<file path="src/rtl/pc_fetch_ctrl.sv">
// pc_fetch_ctrl
//   Instruction-fetch controller for the IF stage. It issues one instruction
//   memory read at a time, delivers the returned word to the D stage together
//   with its PC and PC+4, and handles stalls and redirects. A redirect that
//   arrives while a read is in flight is turned into a kill of that read.
//
//   Optional build macro: FETCH_TIMEOUT_EN
//     When it is defined, a FETCH that waits 255 consecutive cycles without an
//     imem_ack moves the controller into a sticky ERR state, which only reset
//     leaves. When it is undefined, FETCH waits indefinitely and fetch_err
//     is tied to 0.
//
// Ports
//   clk             single clock; all state updates on its rising edge
//   reset           synchronous, active-high
//   stall           D stage cannot accept the delivered instruction
//   redirect_valid  taken branch/jump resolved this cycle
//   redirect_pc     redirect target; bits [1:0] are ignored
//   imem_req        instruction memory read request (asserted only in FETCH)
//   imem_addr       word-aligned fetch address
//   imem_ack        read data valid this cycle; ignored outside FETCH
//   imem_rdata      instruction word; sampled only when imem_ack is high
//   if_valid        if_instr/if_pc/if_pc4 hold a deliverable instruction
//   if_instr        delivered instruction
//   if_pc           address of if_instr
//   if_pc4          if_pc + 4
//   fetch_err       sticky fetch timeout flag
module pc_fetch_ctrl #(
  parameter logic [31:0] RESET_PC = 32'h0000_3000
) (
  input  logic        clk,
  input  logic        reset,
  input  logic        stall,
  input  logic        redirect_valid,
  input  logic [31:0] redirect_pc,
  output logic        imem_req,
  output logic [31:0] imem_addr,
  input  logic        imem_ack,
  input  logic [31:0] imem_rdata,
  output logic        if_valid,
  output logic [31:0] if_instr,
  output logic [31:0] if_pc,
  output logic [31:0] if_pc4,
  output logic        fetch_err
);

  typedef enum logic [1:0] {
    IDLE    = 2'd0,
    FETCH   = 2'd1,
    DELIVER = 2'd2,
    ERR     = 2'd3
  } state_e;

  state_e      state_q, state_d;
  logic [31:0] pc_q, pc_d;
  logic [31:0] pend_q, pend_d;     // newest redirect target seen while killing
  logic        kill_q, kill_d;     // in-flight read must be discarded on ack
  logic        if_valid_q, if_valid_d;
  logic [31:0] if_instr_q, if_instr_d;
  logic [31:0] if_pc_q, if_pc_d;
  logic [31:0] if_pc4_q, if_pc4_d;

  logic [31:0] redir_tgt;
  logic        tmo_expire;

  // Targets are always forced to a word boundary.
  assign redir_tgt = {redirect_pc[31:2], 2'b00};

  logic unused_redir_lsb;
  assign unused_redir_lsb = ^redirect_pc[1:0];

`ifdef FETCH_TIMEOUT_EN
  logic [7:0] tmo_q, tmo_d;
  logic       fetch_err_q, fetch_err_d;

  // Counts consecutive ack-less FETCH cycles; anything else clears it.
  // The 255th such cycle is the one whose edge moves the FSM into ERR.
  assign tmo_d      = (state_q == FETCH && !imem_ack) ? tmo_q + 8'd1 : '0;
  assign tmo_expire = (state_q == FETCH) && !imem_ack && (tmo_q == 8'd254);
  assign fetch_err_d = fetch_err_q | tmo_expire;

  always_ff @(posedge clk) begin
    if (reset) begin
      tmo_q       <= '0;
      fetch_err_q <= 1'b0;
    end else begin
      tmo_q       <= tmo_d;
      fetch_err_q <= fetch_err_d;
    end
  end

  assign fetch_err = fetch_err_q;
`else
  assign tmo_expire = 1'b0;
  assign fetch_err  = 1'b0;
`endif

  // State and datapath registers.
  always_ff @(posedge clk) begin
    if (reset) begin
      state_q    <= IDLE;
      pc_q       <= RESET_PC;
      pend_q     <= RESET_PC;
      kill_q     <= 1'b0;
      if_valid_q <= 1'b0;
      if_instr_q <= '0;
      if_pc_q    <= '0;
      if_pc4_q   <= '0;
    end else begin
      state_q    <= state_d;
      pc_q       <= pc_d;
      pend_q     <= pend_d;
      kill_q     <= kill_d;
      if_valid_q <= if_valid_d;
      if_instr_q <= if_instr_d;
      if_pc_q    <= if_pc_d;
      if_pc4_q   <= if_pc4_d;
    end
  end

  // Next-state and next-datapath logic.
  always_comb begin
    state_d    = state_q;
    pc_d       = pc_q;
    pend_d     = pend_q;
    kill_d     = kill_q;
    if_valid_d = if_valid_q;
    if_instr_d = if_instr_q;
    if_pc_d    = if_pc_q;
    if_pc4_d   = if_pc4_q;

    unique case (state_q)
      IDLE: begin
        state_d = FETCH;
        pc_d    = RESET_PC;
        kill_d  = 1'b0;
      end

      FETCH: begin
        if (tmo_expire) begin
          state_d    = ERR;
          kill_d     = 1'b0;
          if_valid_d = 1'b0;
        end else if (imem_ack) begin
          if (kill_q || redirect_valid) begin
            // Returned word belongs to a squashed path: drop it and refetch
            // from the newest target, a same-cycle redirect beating the
            // latched one.
            pc_d   = redirect_valid ? redir_tgt : pend_q;
            kill_d = 1'b0;
          end else begin
            state_d    = DELIVER;
            if_valid_d = 1'b1;
            if_instr_d = imem_rdata;
            if_pc_d    = pc_q;
            if_pc4_d   = pc_q + 32'd4;
            pc_d       = pc_q + 32'd4;
          end
        end else if (redirect_valid) begin
          // The read already issued cannot be cancelled, so imem_addr keeps
          // pc_q until the ack and the target waits in pend_q.
          kill_d = 1'b1;
          pend_d = redir_tgt;
        end
      end

      DELIVER: begin
        if (redirect_valid) begin
          state_d    = FETCH;
          if_valid_d = 1'b0;
          pc_d       = redir_tgt;
        end else if (!stall) begin
          state_d    = FETCH;
          if_valid_d = 1'b0;
        end
      end

      ERR: begin
        state_d    = ERR;
        if_valid_d = 1'b0;
        kill_d     = 1'b0;
      end

      default: state_d = IDLE;
    endcase
  end

  // Output decode.
  always_comb begin
    imem_req  = (state_q == FETCH);
    imem_addr = pc_q;
    if_valid  = if_valid_q;
    if_instr  = if_instr_q;
    if_pc     = if_pc_q;
    if_pc4    = if_pc4_q;
  end

endmodule

</file>
<file path="config.mk">
export PLATFORM = sky130hd
export DESIGN_NAME = pc_fetch_ctrl
export DESIGN_NICKNAME = d
export VERILOG_FILES = /design/src/rtl/pc_fetch_ctrl.sv
export SDC_FILE = /design/constraint.sdc
export NUM_CORES = 1
export LEC_CHECK = 0
export BUFFER_PORTS_ARGS = -buffer_cell sky130_fd_sc_hd__buf_2
export CAP_MARGIN = 25
export CORE_MARGIN = 2
export CORE_UTILIZATION = 45
export CTS_CLUSTER_SIZE = 40
export DETAILED_ROUTE_END_ITERATION = 8
export GPL_ROUTABILITY_DRIVEN = 0
export GPL_TIMING_DRIVEN = 0
export MAX_ROUTING_LAYER = met4
export PLACE_DENSITY = 0.7
export REMOVE_ABC_BUFFERS = 1
export SYNTH_ARGS = -nofsm -noshare
export SYNTH_HDL_FRONTEND = slang
export SYNTH_SLANG_ARGS = --single-unit
</file>
<file path="constraint.sdc">
create_clock -name clk -period 4.3 [get_ports clk]
set_input_delay 0.215 -clock clk [delete_from_list [all_inputs] [get_ports clk]]
set_output_delay 0.215 -clock clk [all_outputs]
set_load 0.03 [all_outputs]
</file>
======== After elaboration in Yosys (flattened, before gate mapping) ========
Cells that the tools add are included.
cells by class
  multiplexer cells ....................... 19
  reductions and logical operators ........ 12
  add/subtract/negate cells ............... 1
  bitwise operators ....................... 2
  equal/unequal tests ..................... 9
operators with widths
  kind                                            count
  two-way mux 32 bit                              4
  one-hot mux 32 bit (3 select lines)             1
  adder 32 x 3 -> 32 bit (second input constant)  1
  AND reduction 3 bit                             4
  two-way mux 2 bit                               4
  one-hot mux 2 bit (4 select lines)              1
  two-way mux 1 bit                               7
  != test 3 x 2 -> 1 bit (second input constant)  2
  nonzero test 3 bit                              2
  == test 2 bit (second input constant)           2
  != test 2 bit (second input constant)           2
  AND reduction 4 bit                             1
  != test 3 bit (second input constant)           1
  one-hot mux 1 bit (3 select lines)              1
  == test 2 x 1 -> 1 bit (second input constant)  1
  zero test 2 bit                                 1
  != test 2 x 1 -> 1 bit (second input constant)  1
  inverter 1 bit                                  2
  one-hot mux 1 bit (2 select lines)              1
  AND reduction 2 bit                             1
  nonzero test 2 bit                              1
  OR reduction 2 bit                              1
  logical OR 1 bit                                1
word-level totals
  output and inout bits ................... 131
  bits in registers ....................... 164
  input port bits ......................... 69

======== Logic depth before layout (Yosys ltp) ========
Gate-level depths: netlist of run 1.
  word-level depth ........................ 4
  depth in mapped cells ................... 9
  depth with buffers taken out ............ 7

======== Worst setup path before layout of run 1 ========
Ideal clock, no wire load.
  kind .................................... reg2reg
  start ................................... reg state_q[1]
  end ..................................... reg if_pc4_q[10], in the netlist if_pc4[10]
  path slack .............................. 1963 ps
  cell stages (with the launch flop) ...... 9
  path buffers ............................ 3
  data required time ...................... 4162 ps
  clock period less this slack ............ 2337 ps
  arrival ................................. 2200 ps
  path through ............................ dfxtp_1 -> inv_1 -> ha_1 -> nor3b_1 -> and2_1 -> clkbuf_1 -> buf_2 -> buf_1 -> a211oi_1
between the ends
  longest elaborated chain between the ends .. 2
ends and longest elaborated chain
  item                                  RTL line  source
  start, declared                       54        state_e state_q, state_d;
  start signal, assigned                110       state_q <= state_d;
  == test 2 x 1 -> 1 bit                n/a
  via imem_req                          36        output logic imem_req,
  AND reduction 3 bit (no source line)  n/a
  end signal, assigned                  117       if_pc4_q <= if_pc4_d;
  end, declared                         61        logic [31:0] if_pc4_q, if_pc4_d;
The timed path passes the listed nets, and every way through them passes these cells.
A chain may end at the register's enable or synchronous reset.

======== Worst setup path in the final report of run 1 ========
  start ................................... reg state_q[1]
  end ..................................... reg if_pc4_q[13], in the netlist if_pc4[13]
between the ends
  longest elaborated chain between the ends .. 2
ends and longest elaborated chain
  item                                  RTL line  source
  == test 2 x 1 -> 1 bit                132       unique case (state_q)
  AND reduction 3 bit (no source line)  n/a
No other way between the ends.

==> summary.txt, run 1 <==
Status
  – Status: finished, final reports clean

Clocking
  – CTS tree: built
  – Clock Sink Count: 162
  – Htree depth: 4
  – PostCTS Resize Cnt: 0
  – Post-CTS Setup Bufs: 0
  – Clock Root Buffer: clkbuf_16
  – CTS Hold Buffers Added: 0
  – Worst-case clock buffer depth: 2
  – Worst-path clk slew: approximately 0.060 ns
  – Clk_lat worst skew: around 0.42 ns
  – TritonCTS buffer count: 17

GRT
  – Largest net degree at the start of global routing: about 120
  – First-pass GRT wire length: 31300 um
  – Grt ovf: 0
  – GRT Total Usage: around a quarter
  – Vias in the first global route: ~6100
  – Initial antenna violation count: 1

Worst setup path
  – Crit path buf inv count: 2
  – Crit-path leading delay family: simple AND/OR/NAND/NOR gates
  – Cell Chain, Critical Path: inv_1, ha_1, nor3b_2, and2_4, buf_16, nor2_1, a211oi_1
  – Worst path required time: between 4 and 5 ns
  – Maximum net fanout on the critical path: 62
  – Crit path launch type: flop
  – Slowest stage delay, CP: 0.87 ns
  – Critical Path Sink Type: flop
  – CP Class: flop to flop
  – Slowest stage cell on the critical path: nor3b_2
  – Arrival time at the worst endpoint: ~3.4 ns

Synth
  – Sequential share of the synthesized area: 45.6%
  – Synth Flop Type: dfxtp_1
  – EDFF count, synth: 0
  – Synthesized area: 7120 sq um
  – Asr flop ratio synth: 0%
  – Mux contribution to synthesized area: less than 1%
  – Top post-synthesis cells by count: 210 x nand2_1, 162 x dfxtp_1, 117 x a21oi_1, 70 x clkbuf_1, 54 x nor2_1
  – Largest family of logic cells by synthesized area: simple AND/OR/NAND/NOR gates
  – Synth area leaders: dfxtp_1 46%, nand2_1 11%, a21oi_1 8.2%
  – Share of the synthesized area in the top cell type: 45.6%
  – Synth Area in XOR/XNOR: under 10%
  – Cells after Synth: 894
  – Compound-Gate Fraction of Synth Area: between 20 and 25%
  – Synth Area per Inst: ~8.0 sq um
  – Synthesis-stage register bit count: 162
  – Ys Warns: 0
  – Synth Area in Simple Gates: between 20% and 30%
  – Netlist cell types: 53
  – Most numerous cell in the Yosys netlist: nand2_1
  – Leading area contributor after synthesis: dfxtp_1
  – Post-Synth Adder-Cell Area: 1.05%

Final layout
  – Layout cells sized above 1: a little under a quarter
  – Design Area, Final: between 8000 and 9000 sq um
  – Layout net count: between 1000 and 1500
  – Area Overhead vs Synth: 24.3%
  – Register area: between 3000 and 4000 sq um
  – Fillers: approximately 1500
  – Footprint of the multi-input gates: between 3000 and 4000 sq um

Route
  – Post-route DRC: 0
  – WL per Instance: 15.9 um
  – Iteration-0 DRC Markers: between 600 and 700
  – Post-route ant nets: 0
  – DRT Pass-1 Iters: 5
  – Routed via count: just under 7000
  – Final WL: ~20000 um
  – Drt via density: about 5.4

STA
  – Hold Violations, Final: 0
  – Slew of the pin with the lowest slew margin: a little over 1 ns
  – Maximum operating frequency: between 300 and 400 MHz
  – # setup viols final: 0
  – Min cycle time layout: 3.09 ns
  – Tcrit/Tclk final: a little under three quarters
  – Worst Skew: between 0.007 and 0.008 ns
  – Pins Over Slew Limit: 0
  – Max transition margin: between 30 and 40%
  – RSZ-0062 raised after global routing: false

Placed design
  – PortBufs: between 150 and 200
  – Dpl cell area: 8270 sq um
  – HPWL after DPL: approximately 13000 um

Floorplanning
  – IO Count: 200
  – Chip height: roughly 130 um
  – CORE AREA: between 15000 and 20000 sq um
  – Initial Utilization: ~46%
  – Row cnt: 45
  – Chip width: 130 um
  – Die area: approximately 17000 sq um

Power and ir drop
  – Pwr dens: roughly 520 nW/um^2
  – Final Power: around 0.0046 W
  – Peak supply drop: between 0.3 and 0.4 mV
  – Pleak: 3.54 nW

Worst hold path
  – Min-delay worst type: input port to flop

Flow run
  – Max-Cap Viols: 0
-- cells by family after synthesis --
kind of cell    after synthesis
other cells                   1
xor+xnor                     24
compound gates              237
flops                       162
fa+ha+maj                     6
mux                           5
simple gates                367
buf+inv                      92
-- worst paths after layout --
path	from	to	slack [ns]	cells past startpoint
setup / recovery	state_q[1]	if_pc4[13]	1.21	7
hold / removal	redirect_pc[13]	pend_q[13]	0.02	3
setup reg to reg	state_q[1]	if_pc4[13]	1.21	7
hold reg to reg	if_instr[24]	if_instr[24]	0.45	2
-- metrics by stage --
step	worst slack, ns	utilization, %	hold slack [ns]	TNS, ns	instances
2_1_floorplan	-0.0260	-	0.284	-0.0260	810
3_3_place_gp	-1.85	52.4	0.439	-135.53	1217
3_5_place_dp	1.26	54.0	0.444	0	1226
4_1_cts	1.22	57.8	0.0122	0	1257
5_1_grt	0.948	57.8	0.0232	0	1258
6_report	1.21	57.8	0.0245	0	1258
-- sequential cells by signal, indices dropped and copies added, names as in the netlist --
name	flops
if_pc4	30
state_q	2
pend_q	32
imem_addr	32
if_pc	32
if_instr	32
if_valid	1
kill_q	1
-- tightest hold or removal path: stages --
cell and delay [ns]:
buf_2 0.09, nand2_1 0.04, nand3b_1 0.07
-- cell usage in the layout (no fill, tap or decap), drive strengths merged, types with 4 or more instances in the layout --
cell    Yosys  final
a31oi       8      8
nor2       54     54
clkbuf     71     26
nor3b       4      4
ha          6      6
and2        8      8
nor3       21     21
o21ai      30     30
or3         5      5
nor2b       5      5
a22oi      15     15
dfxtp     162    162
and3        6      6
a22o        7      7
nand2     210    210
mux2i       5      5
nand3      12     12
a222oi      9      9
nor4        5      5
xor2       15     15
and4        7      7
a211oi     31     31
a21oi     117    117
buf        13    205
nand4      18     18
inv         8      8
xnor2       9      9
-- metal layers --
metal,wire length [um],share of wire (%),GRT usage (%),vias to the layer above
met5,0,0,-,-
met4,240,1.2,8.10,0
li1,-,-,-,3400
met1,9220,46,31.7,3168
met2,9330,47,37.9,233
met3,1240,6.2,3.98,17
-- where the power goes --
part | switching (W) | leakage [nW] | total, W | internal (W)
sequential | 0.000154 | 1.31 | 0.00179 | 0.00163
combinational | 0.000889 | 1.95 | 0.00135 | 0.000464
clock | 0.000577 | 0.284 | 0.00149 | 0.000912
total | 0.00162 | 3.54 | 0.00463 | 0.00301
-- layout make-up --
| class | count | share of cell area (%) |
|---|---|---|
| Inverter | 8 | 0.339 |
| Clock buffer | 26 | 5.64 |
| Clock inverter | 5 | 0.849 |
| Tap cell | 211 | 2.98 |
| Antenna cell | 1 | 0.0283 |
| Sequential cell | 162 | 36.7 |
| Timing Repair Buffer | 205 | 13.5 |
| Multi-Input combinational cell | 640 | 40.0 |
(Power assumes the default switching activity.)
==> run 2, diff against run 1 <==
==> constraint.sdc (replaced) <==
create_clock -name clk -period 3 [get_ports clk]
set_input_delay 0.15 -clock clk [delete_from_list [all_inputs] [get_ports clk]]
set_output_delay 0.15 -clock clk [all_outputs]
set_load 0.03 [all_outputs]
==> run 2 against run 1 <==
Against the previous run: combinational power increased by 51%; register-to-register slack got worse by 1.1 ns; die area stayed put; non-clock buffer count is 62 higher; via count is 4.0% higher; sequential power grew 44%; global-route usage is 0.63 points higher; setup slack got worse by 1.1 ns; routed wire length is 4.9% higher; clock power is 44% higher; first-iteration DRC count shrank 7.7%; clock skew is essentially flat; critical path type unchanged; largest cell class unchanged; largest power group unchanged; highest routed layer unchanged.
==> summary.txt, run 2 (synthesized netlist as in run 1, its figures left out) <==
Route
  – Wl on met1: 9660 um
  – Iteration-0 DRC Markers: about 560
  – Drt via density: between 5 and 6
  – DRT Pass-1 Iters: 7
  – DR WL met3: around 1200 um
  – Final WL: around 21000 um
  – Routed wl met2: 9910 um
  – Routed via count: about 7100
  – Post-route DRC: 0
  – WL per Instance: between 15 and 20 um
  – Max Used Layer: met4
  – Post-route ant nets: 0

GRT
  – Vias in the first global route: 6371
  – GRT Total Usage: between 20% and 30%
  – First-pass GRT wire length: 32300 um
  – Largest net degree at the start of global routing: roughly 120
  – Initial antenna violation count: 0
  – Grt ovf: 0

Placed design
  – Dpl cell area: between 8000 and 9000 sq um
  – HPWL after DPL: between 10000 and 15000 um
  – DP Worst Slack: -0.0351 ns
  – PortBufs: a little under 200

STA
  – Min cycle time layout: ~2.8 ns
  – RSZ-0062 raised after global routing: true
  – Maximum operating frequency: around 350 MHz
  – Worst setup margin: between 0.15 and 0.2 ns
  – # setup viols final: 0
  – Tcrit/Tclk final: a little over nine tenths
  – Slew of the pin with the lowest slew margin: ~0.9 ns
  – Max transition margin: roughly 41%
  – Pins Over Slew Limit: 0
  – Worst Skew: just over 0.007 ns
  – Hold Violations, Final: 0

Floorplanning
  – Row cnt: between 40 and 50
  – Chip width: about 130 um
  – IO Count: 200
  – Initial Utilization: between 40 and 50%
  – Chip height: 130 um
  – CORE AREA: approximately 15000 sq um
  – Die area: approximately 17000 sq um

Clocking
  – TritonCTS buffer count: 17
  – Clock Root Buffer: clkbuf_16
  – Worst-case clock buffer depth: 2
  – CTS tree: built
  – Clk_lat worst skew: 0.42 ns
  – Htree depth: 4
  – Clock Sink Count: around 160
  – Worst-path clk slew: roughly 0.06 ns

Final layout
  – Commonest non-fill, non-tap cells in the layout: 209 x nand2_1, 195 x buf_2, 162 x dfxtp_1
  – Commonest non-fill, non-tap cell in the layout: nand2_1
  – Layout cells sized above 1: around 22%
  – Design Area, Final: between 9000 and 10000 sq um
  – Util after Layout: around three fifths
  – Antenna diode count: 0
  – Layout net count: ~1200
  – Fillers: around 1400
  – Area Overhead vs Synth: 33.3%

Power and ir drop
  – Pwr dens: 711 nW/um^2
  – Final Power: 0.00674 W
  – Pleak: about 3.8 nW
  – Peak supply drop: ~0.54 mV

Worst setup path
  – Maximum net fanout on the critical path: 20
  – Worst path required time: ~3.4 ns
  – Slowest stage cell on the critical path: or3_1
  – Critical Path Sink Type: flop
  – Cell Chain, Critical Path: inv_1, ha_1, nor2b_1, or3_1, buf_16, a222oi_1, a211o_1, a21oi_1
  – Crit path launch type: flop
  – FF-to-FF End: imem_addr[28]
  – CP Class: flop to flop
  – R2r startpoint: state_q[1]
  – Crit-path leading delay family: simple AND/OR/NAND/NOR gates
  – R2r setup slk: 0.15 ns
  – Arrival time at the worst endpoint: between 3 and 4 ns
  – Slowest stage delay, CP: about 0.71 ns
  – Worst-case reg-to-reg path depth: 8
  – Critical path depth: 8
  – Crit path buf inv count: 2
  – Worst Setup SP: state_q[1]

Worst hold path
  – Hold Path Sink: if_valid
  – Min-delay worst type: input port to flop
  – WHS Path Cells: 2
  – HP Start: reset

Status
  – Status: finished, final reports clean

Flow run
  – Max-Cap Viols: 0
==> run 2: where the power goes <==
part           internal [W]  leakage (nW)  switching, W  total (W)
Sequential          0.00234          1.31      0.000222    0.00257
Combinational      0.000732          2.21       0.00131    0.00204
Clock               0.00131         0.284      0.000833    0.00214
Total               0.00438          3.81       0.00236    0.00674
==> run 2: cell type report <==
| type | instances | area (sq um) | share of cell area [%] |
|---|---|---|---|
| Tap cell | 211 | 264 | 2.78 |
| Clock inverter | 5 | 75.1 | 0.791 |
| Multi-Input combinational cell | 641 | 3560 | 37.5 |
| Sequential cell | 162 | 3240 | 34.2 |
| Timing Repair Buffer | 267 | 1820 | 19.2 |
| Clock buffer | 26 | 499 | 5.26 |
| Inverter | 8 | 30.0 | 0.316 |
==> run 2: how the worst max path moves through the flow <==
stage	endpoint	slack [ns]
6_report	imem_addr[28]	0.15
3_5_place_dp	if_pc4[21]	-0.04
4_1_cts	imem_addr[13]	0.06
3_3_place_gp	if_pc4[6]	-3.15
2_1_floorplan	if_pc4[6]	-1.33
5_1_grt	imem_addr[28]	-0.02
==> run 2: worst register-to-register path: stages (launching register included) <==
cell and delay [ns]:
dfxtp_1 0.34, inv_1 0.11, ha_1 0.33, nor2b_1 0.51
or3_1 0.71, buf_16 0.23, a222oi_1 0.13, a211o_1 0.33
a21oi_1 0.10
==> run 2: per-stage QoR <==
step                      setup TNS, ns  cells  hold slack (ns)
after global placement          -288.84   1217            0.380
final                                 0   1320            0.121
after CTS                             0   1319           0.0957
after floorplan                  -96.32    810            0.219
after global routing            -0.0411   1320            0.120
after detailed placement         -0.352   1226            0.384
==> run 2: layer usage <==
metal  up-vias  track usage (%)
met2       237             39.5
met5         -                -
met3        21             3.69
met1      3310             32.3
li1       3525                -
met4         0             8.22
==> run 2: timing repair <==
item                       4_1_cts  5_1_grt
resized for setup                1        1
cloned                           0        1
setup endpoints to repair       17       43
pin swaps                        0        1
setup buffers                    0        0
hold endpoints to repair        62        0
hold buffers                    62        0
